--- config.mk ---
export PLATFORM = sky130hd
export DESIGN_NAME = dev_bus_xbar_flat
export DESIGN_NICKNAME = d
export VERILOG_FILES = /design/src/rtl/dev_bus_xbar_if.sv /design/src/rtl/dev_bus_xbar.sv /design/src/flat_wrapper.sv
export SDC_FILE = /design/constraint.sdc
export NUM_CORES = 1
export LEC_CHECK = 0
export ABC_AREA = 1
export CELL_PAD_IN_SITES_DETAIL_PLACEMENT = 0
export CELL_PAD_IN_SITES_GLOBAL_PLACEMENT = 1
export CORE_MARGIN = 5
export CORE_UTILIZATION = 26
export CTS_BUF_LIST = sky130_fd_sc_hd__clkbuf_16
export DETAILED_ROUTE_END_ITERATION = 12
export PLACE_DENSITY_LB_ADDON = 0.1
export SETUP_SLACK_MARGIN = 0.1
export SYNTH_ARGS = -nofsm -noshare
export SYNTH_HDL_FRONTEND = slang
export SYNTH_SLANG_ARGS = --single-unit
--- constraint.sdc ---
create_clock -name clk -period 2.35 [get_ports clk]
set_clock_uncertainty 0.05 [all_clocks]
set_input_delay 0.47 -clock clk [delete_from_list [all_inputs] [get_ports clk]]
set_output_delay 0.47 -clock clk [all_outputs]
set_load 0.05 [all_outputs]
--- src/rtl/dev_bus_xbar_if.sv ---
// Host- and device-side signal bundle for dev_bus_xbar.
// The crossbar takes the slave modport; the surrounding hosts and devices take master.
interface dev_bus_xbar_if #(
  parameter int unsigned XLEN     = 32,
  parameter int unsigned NR_HOSTS = 2,
  parameter int unsigned NR_DEVS  = 3
);
  // Host side
  logic [NR_HOSTS-1:0]          host_req_i;
  logic [NR_HOSTS*XLEN-1:0]     host_addr_i;
  logic [NR_HOSTS-1:0]          host_we_i;
  logic [NR_HOSTS*XLEN/8-1:0]   host_be_i;
  logic [NR_HOSTS*XLEN-1:0]     host_wdata_i;
  logic [NR_HOSTS-1:0]          host_gnt_o;
  logic [NR_HOSTS-1:0]          host_rvalid_o;
  logic [NR_HOSTS-1:0]          host_err_o;
  logic [XLEN-1:0]              host_rdata_o;
  // Device side
  logic [NR_DEVS-1:0]           dev_req_o;
  logic [XLEN-1:0]              dev_addr_o;
  logic [XLEN-1:0]              dev_wdata_o;
  logic                         dev_we_o;
  logic [XLEN/8-1:0]            dev_be_o;
  logic [NR_DEVS-1:0]           dev_rvalid_i;
  logic [NR_DEVS*XLEN-1:0]      dev_rdata_i;

  modport slave (
    input  host_req_i, host_addr_i, host_we_i, host_be_i, host_wdata_i,
    output host_gnt_o, host_rvalid_o, host_err_o, host_rdata_o,
    output dev_req_o, dev_addr_o, dev_wdata_o, dev_we_o, dev_be_o,
    input  dev_rvalid_i, dev_rdata_i
  );

  modport master (
    output host_req_i, host_addr_i, host_we_i, host_be_i, host_wdata_i,
    input  host_gnt_o, host_rvalid_o, host_err_o, host_rdata_o,
    input  dev_req_o, dev_addr_o, dev_wdata_o, dev_we_o, dev_be_o,
    output dev_rvalid_i, dev_rdata_i
  );
endinterface

--- src/rtl/dev_bus_xbar.sv ---
// Device-bus interconnect: round-robin arbitration over NR_HOSTS requesters,
// address decode onto NR_DEVS devices, one outstanding transaction, and
// error completion for decode misses and device timeouts.
module dev_bus_xbar #(
  parameter int unsigned               XLEN     = 32,
  parameter int unsigned               NR_HOSTS = 2,
  parameter int unsigned               NR_DEVS  = 3,
  parameter logic [NR_DEVS*XLEN-1:0]   DEV_BASE = {32'hCD000000, 32'hC2000000, 32'hC0000000},
  parameter logic [NR_DEVS*XLEN-1:0]   DEV_MASK = {3{32'hFF000000}},
  parameter int unsigned               TIMEOUT  = 255
) (
  input logic             clk,
  input logic             rst_ni,
  dev_bus_xbar_if.slave   bus
);

  localparam int unsigned HW = (NR_HOSTS > 1) ? $clog2(NR_HOSTS) : 1;
  localparam int unsigned DW = (NR_DEVS > 1) ? $clog2(NR_DEVS) : 1;
  localparam int unsigned BW = XLEN / 8;
  localparam logic [HW-1:0] LastInit   = HW'(NR_HOSTS - 1);
  localparam logic [7:0]    TimeoutCnt = 8'(TIMEOUT);

  typedef enum logic [1:0] {StIdle, StIssue, StWait, StResp} state_e;

  state_e                state_q;
  logic [HW-1:0]         last_q, host_q;
  logic [DW-1:0]         dev_q;
  logic                  hit_q;
  logic [7:0]            cnt_q;
  logic [NR_HOSTS-1:0]   gnt_q, rvalid_q, err_q;
  logic [XLEN-1:0]       rdata_q, addr_q, wdata_q;
  logic [NR_DEVS-1:0]    dev_req_q;
  logic                  we_q;
  logic [BW-1:0]         be_q;

  logic                  any_req;
  logic [HW-1:0]         win, cand;
  int unsigned           idx;
  logic [XLEN-1:0]       win_addr;
  logic                  hit;
  logic [DW-1:0]         dec;

  // Round-robin pick: first requester after last_q, wrapping modulo NR_HOSTS.
  always_comb begin
    any_req = 1'b0;
    win     = '0;
    idx     = 0;
    cand    = '0;
    for (int unsigned i = 0; i < NR_HOSTS; i++) begin
      idx  = (32'(last_q) + 1 + i) % NR_HOSTS;
      cand = HW'(idx);
      if (!any_req && bus.host_req_i[cand]) begin
        any_req = 1'b1;
        win     = cand;
      end
    end
  end

  // Decode the winner's address; scanning downwards leaves the lowest match.
  always_comb begin
    win_addr = bus.host_addr_i[win*XLEN +: XLEN];
    hit      = 1'b0;
    dec      = '0;
    for (int d = int'(NR_DEVS) - 1; d >= 0; d--) begin
      if ((win_addr & DEV_MASK[d*XLEN +: XLEN]) == DEV_BASE[d*XLEN +: XLEN]) begin
        hit = 1'b1;
        dec = DW'(d);
      end
    end
  end

  // Transaction FSM; gnt/dev_req/rvalid are single-cycle registered pulses.
  always_ff @(posedge clk or negedge rst_ni) begin
    if (!rst_ni) begin
      state_q   <= StIdle;
      last_q    <= LastInit;
      host_q    <= '0;
      dev_q     <= '0;
      hit_q     <= 1'b0;
      cnt_q     <= '0;
      gnt_q     <= '0;
      rvalid_q  <= '0;
      err_q     <= '0;
      rdata_q   <= '0;
      addr_q    <= '0;
      wdata_q   <= '0;
      we_q      <= 1'b0;
      be_q      <= '0;
      dev_req_q <= '0;
    end else begin
      gnt_q     <= '0;
      dev_req_q <= '0;
      rvalid_q  <= '0;
      err_q     <= '0;
      unique case (state_q)
        StIdle: begin
          if (any_req) begin
            host_q     <= win;
            addr_q     <= win_addr;
            we_q       <= bus.host_we_i[win];
            be_q       <= bus.host_be_i[win*BW +: BW];
            wdata_q    <= bus.host_wdata_i[win*XLEN +: XLEN];
            hit_q      <= hit;
            dev_q      <= dec;
            gnt_q[win] <= 1'b1;
            if (hit) dev_req_q[dec] <= 1'b1;
            state_q    <= StIssue;
          end
        end
        StIssue: begin
          last_q <= host_q;
          if (hit_q) begin
            cnt_q   <= '0;
            state_q <= StWait;
          end else begin
            rdata_q          <= '0;
            rvalid_q[host_q] <= 1'b1;
            err_q[host_q]    <= 1'b1;
            state_q          <= StResp;
          end
        end
        StWait: begin
          cnt_q <= cnt_q + 8'd1;
          // A completion on the timeout cycle takes priority over the timeout.
          if (bus.dev_rvalid_i[dev_q]) begin
            rdata_q          <= bus.dev_rdata_i[dev_q*XLEN +: XLEN];
            rvalid_q[host_q] <= 1'b1;
            state_q          <= StResp;
          end else if (cnt_q + 8'd1 == TimeoutCnt) begin
            rdata_q          <= '0;
            rvalid_q[host_q] <= 1'b1;
            err_q[host_q]    <= 1'b1;
            state_q          <= StResp;
          end
        end
        StResp: state_q <= StIdle;
        default: state_q <= StIdle;
      endcase
    end
  end

  assign bus.host_gnt_o    = gnt_q;
  assign bus.host_rvalid_o = rvalid_q;
  assign bus.host_err_o    = err_q;
  assign bus.host_rdata_o  = rdata_q;
  assign bus.dev_req_o     = dev_req_q;
  assign bus.dev_addr_o    = addr_q;
  assign bus.dev_wdata_o   = wdata_q;
  assign bus.dev_we_o      = we_q;
  assign bus.dev_be_o      = be_q;

endmodule
--- src/flat_wrapper.sv ---
// flat-port wrapper written by rule: the top's interface ports become plain ports
module dev_bus_xbar_flat 
#(
  parameter int unsigned               XLEN     = 32,
  parameter int unsigned               NR_HOSTS = 2,
  parameter int unsigned               NR_DEVS  = 3,
  parameter logic [NR_DEVS*XLEN-1:0]   DEV_BASE = {32'hCD000000, 32'hC2000000, 32'hC0000000},
  parameter logic [NR_DEVS*XLEN-1:0]   DEV_MASK = {3{32'hFF000000}},
  parameter int unsigned               TIMEOUT  = 255
)
  (clk, rst_ni, bus_host_req_i, bus_host_addr_i, bus_host_we_i, bus_host_be_i, bus_host_wdata_i, bus_host_gnt_o, bus_host_rvalid_o, bus_host_err_o, bus_host_rdata_o, bus_dev_req_o, bus_dev_addr_o, bus_dev_wdata_o, bus_dev_we_o, bus_dev_be_o, bus_dev_rvalid_i, bus_dev_rdata_i);
  dev_bus_xbar_if #(.XLEN(XLEN), .NR_HOSTS(NR_HOSTS), .NR_DEVS(NR_DEVS)) bus_i ();
  input logic clk;
  input logic rst_ni;
  input wire logic [$bits(bus_i.host_req_i)-1:0] bus_host_req_i;
  input wire logic [$bits(bus_i.host_addr_i)-1:0] bus_host_addr_i;
  input wire logic [$bits(bus_i.host_we_i)-1:0] bus_host_we_i;
  input wire logic [$bits(bus_i.host_be_i)-1:0] bus_host_be_i;
  input wire logic [$bits(bus_i.host_wdata_i)-1:0] bus_host_wdata_i;
  output wire logic [$bits(bus_i.host_gnt_o)-1:0] bus_host_gnt_o;
  output wire logic [$bits(bus_i.host_rvalid_o)-1:0] bus_host_rvalid_o;
  output wire logic [$bits(bus_i.host_err_o)-1:0] bus_host_err_o;
  output wire logic [$bits(bus_i.host_rdata_o)-1:0] bus_host_rdata_o;
  output wire logic [$bits(bus_i.dev_req_o)-1:0] bus_dev_req_o;
  output wire logic [$bits(bus_i.dev_addr_o)-1:0] bus_dev_addr_o;
  output wire logic [$bits(bus_i.dev_wdata_o)-1:0] bus_dev_wdata_o;
  output wire logic [$bits(bus_i.dev_we_o)-1:0] bus_dev_we_o;
  output wire logic [$bits(bus_i.dev_be_o)-1:0] bus_dev_be_o;
  input wire logic [$bits(bus_i.dev_rvalid_i)-1:0] bus_dev_rvalid_i;
  input wire logic [$bits(bus_i.dev_rdata_i)-1:0] bus_dev_rdata_i;
  assign bus_i.host_req_i = bus_host_req_i;
  assign bus_i.host_addr_i = bus_host_addr_i;
  assign bus_i.host_we_i = bus_host_we_i;
  assign bus_i.host_be_i = bus_host_be_i;
  assign bus_i.host_wdata_i = bus_host_wdata_i;
  assign bus_host_gnt_o = bus_i.host_gnt_o;
  assign bus_host_rvalid_o = bus_i.host_rvalid_o;
  assign bus_host_err_o = bus_i.host_err_o;
  assign bus_host_rdata_o = bus_i.host_rdata_o;
  assign bus_dev_req_o = bus_i.dev_req_o;
  assign bus_dev_addr_o = bus_i.dev_addr_o;
  assign bus_dev_wdata_o = bus_i.dev_wdata_o;
  assign bus_dev_we_o = bus_i.dev_we_o;
  assign bus_dev_be_o = bus_i.dev_be_o;
  assign bus_i.dev_rvalid_i = bus_dev_rvalid_i;
  assign bus_i.dev_rdata_i = bus_dev_rdata_i;
  dev_bus_xbar #(.XLEN(XLEN), .NR_HOSTS(NR_HOSTS), .NR_DEVS(NR_DEVS), .DEV_BASE(DEV_BASE), .DEV_MASK(DEV_MASK), .TIMEOUT(TIMEOUT)) u_core (.clk(clk), .rst_ni(rst_ni), .bus(bus_i));
endmodule
==> flow_summary.toml <==
[routing]
dr.max_layer_used = "met5"
met1_length_um = 9906
drt-wirelength-per-cell_um = 17.31
dr.pass1.iters = 5
drt-total-wl_um = 25760
drt_iter0_markers = 304
via_per_inst = 4.481
wl_met3_um = 3275
vias = 6668
drcViolationCount = 0
ant_nets = 0
dr_wl_met2_um = 12240

[critical_path]
startpoint_type = "flop"
cpLargestDelayFamily = "buffers and inverters"
r2r_slack_ps = 310
crit_path_max_incr_delay_ps = 860
cp-end-kind = "primary output"
r2r-start = "u_core.cnt_q[0]"
arrival_ps = 1640
crit_path_start = "u_core.bus.dev_addr_o[3]"
crit_type = "flop to primary output"
critPathMaxFanout = 2
rr_worst_depth = 12
cp.depth = 1
crit_path_top_delay_cell = "clkdlybuf4s50_1"
crit_buf_inv = 1
rr_endpoint = "u_core.bus.host_rdata_o[6]"
worstPathCellList = "clkdlybuf4s50_1"
crit_required_ps = 1830
crit_path_end = "bus_dev_addr_o[3]"

[final_layout]
postLayoutCellArea_um2 = 10830
num_antenna_cells = 0
drive_gt1_share_pct = 6.074
fin_nets = 1402
area_growth_pct = 74.03

[synthesis]
ys_seq_area_share_pct = 50.28
ys_ff_latch = 125
ys_types = 26
syn_nets = 1054
postSynthAreaPerCell_um2 = 7.702
netlist_area_um2 = 6223
synthCells = 808
yosys_warnings = 0

[global_routing]
grt_max_degree = 63
grt_pass1_wl_um = 38590
track_usage_pct = 18.51
antenna_found_initial = 1
grt_pass1_vias = 6807
overflow = 0

[sta]
slew_headroom_pct = 59.40
whs_ps = 416.8
max_freq_ghz = 0.4632
hold_violations = 0
fin_crit_sh_pct = 91.87
min_period_ps = 2159
rsz0062_at_grt = "false"
max_slew.worst_pin.slew_ps = 607.1
setup_viol = 0
slew_violations = 0

[cts]
path_clk_slew_ps = 60
cts-root-buf = "clkbuf_16"
cts_buffer_depth = 2
numCtsBuffers = 17
postCtsSetupRepairBufs = 0
cts_tree = "yes"
h-tree-depth = 4
clock_latency_ps = 420
cts.sinks = 125

[place]
place.gp.congestion = 0.7579
port_buffers = 350
dpl.hpwl_um = 19240
place_area_um2 = 10170

[floorplan]
die_h_um = 164.7
initial_core_util_pct = 26.43
ios = 351
num_rows = 56
core_um2 = 23540
fp.dieW_um = 164.7
die_area_um2 = 27130

[run_status]
outcome = "finished, final reports clean"

[power_and_ir_drop]
vdd_ir_drop_max_mv = 0.6696
p_sw_uw = 7108
power.internal_uw = 7711
p_sw_share_pct = 47.97
seqPwrFrac_pct = 23.9
power.leakage_uw = 0.004810
clkPwrFrac_pct = 18.9
combPwrFrac_pct = 57.2
power_density_nw_per_um2 = 1368

[worst_hold_path]
worstHoldStart = "u_core.bus.host_rdata_o[9]"
hold_path.class = "flop to flop"

[run]
cap_violations = 0
## sequential cells by signal, summed over array words and instances, names as in the netlist
signal,flops
u_core.bus.dev_req_o,3
u_core.bus.host_err_o,2
u_core.cnt_q,8
u_core.bus.dev_addr_o,32
u_core.hit_q,1
u_core.state_q,2
u_core.last_q,1
u_core.bus.dev_we_o,1
u_core.host_q,1
u_core.bus.host_gnt_o,2
u_core.bus.dev_wdata_o,32
u_core.bus.host_rdata_o,32
u_core.bus.dev_be_o,4
u_core.dev_q,2
u_core.bus.host_rvalid_o,2
## final cells by class
type	count	area, um^2
fillers	2413	12710
repair buffers	374	3760
inverters	25	93.84
well taps	319	399.1
clock inverters	15	196.4
clock buffers	17	425.4
flip-flops and latches	125	3129
multi-input cells	613	2826
## cell usage after synthesis
cell	number	share of area, %
nand2_1	303	18
dfrtp_1	124	50
nand3_1	99	8.0
nor2_1	90	5.4
o21ai_0	47	3.8
a2bb2oi_1	32	4.5
clkbuf_1	31	1.9
inv_1	22	1.3
buf_2	9	0.72
a21oi_1	7	0.56
o22ai_1	6	0.60
a31oi_1	5	0.50
ha_1	5	1.0
nor2_2	5	0.50
buf_4	3	0.36
buf_6	3	0.54
inv_2	3	0.18
o21ai_1	3	0.24
nand2_4	2	0.36
nand4_1	2	0.20
xor2_1	2	0.28
and2_1	1	0.10
dfstp_2	1	0.42
nand3_2	1	0.16
o21a_1	1	0.12
o21bai_1	1	0.12
## worst min path at each step
| stage | to | slack (ps) | cells past startpoint |
|---|---|---|---|
| after floorplan | u_core.bus.dev_addr_o[0] | 120 | 0 |
| after global placement | u_core.bus.host_rdata_o[19] | 380 | 1 |
| after detailed placement | u_core.bus.host_rdata_o[19] | 380 | 1 |
| after CTS | u_core.bus.host_rdata_o[3] | 420 | 2 |
| after global routing | u_core.bus.host_rdata_o[17] | 450 | 2 |
| final | u_core.bus.host_rdata_o[9] | 420 | 2 |
## kinds of logic (layout without fill, tap and decap cells)
group	after synthesis	after routing	share of synthesized area (%)
compound gates	102	102	10.43
xor+xnor	2	2	0.2815
fa+ha+maj	5	5	1.005
buf+inv	71	431	5.006
flops	125	125	50.28
simple gates	503	504	32.99
## power by group through the flow
| stage | registers (uW) | clock network (uW) | logic, uW |
|---|---|---|---|
| global route | 3660 | 2980 | 9130 |
| finish | 3540 | 2810 | 8480 |
| floorplan | 6230 | 0 | 2620 |
| global placement | 3540 | 0 | 8530 |
| CTS | 3540 | 2890 | 8530 |
| detailed placement | 3540 | 0 | 8500 |
## repair_timing
item,CTS,global route
endpoints found under the setup margin,0,33
hold endpoints to repair,39,0
hold buffers,1,0
resized for setup,0,3
## cells in the final DEF (no fill, tap or decap), types with 7 or more instances in the layout
| cell type | n |
|---|---|
| a21oi_1 | 7 |
| a2bb2oi_1 | 32 |
| buf_4 | 18 |
| clkbuf_16 | 17 |
| clkdlybuf4s50_1 | 348 |
| dfrtp_1 | 124 |
| inv_1 | 22 |
| nand2_1 | 303 |
| nand3_1 | 99 |
| nor2_1 | 89 |
| o21ai_0 | 47 |
## layer usage
metal / track usage, % / vias up
met1: 21.46 / 3030
met4: 4.764 / 2
met3: 9.059 / 21
met5: 0 / -
li1: - / 3334
met2: 30.64 / 281
## per-stage QoR
stage / TNS (ps) / total power (uW) / utilization (%) / instances / worst slack [ps]
floorplan: 0 / 8855 / - / 808 / 558.2
global placement: -101.1 / 12070 / 43.20 / 1454 / -44.49
detailed placement: -285.8 / 12050 / 43.20 / 1454 / -101.1
CTS: 0 / 14960 / 45.89 / 1487 / 136.9
global route: 0 / 15770 / 46.00 / 1488 / 107.5
finish: 0 / 14820 / 46.00 / 1488 / 191.0
Power figures use the tool's default switching activity.
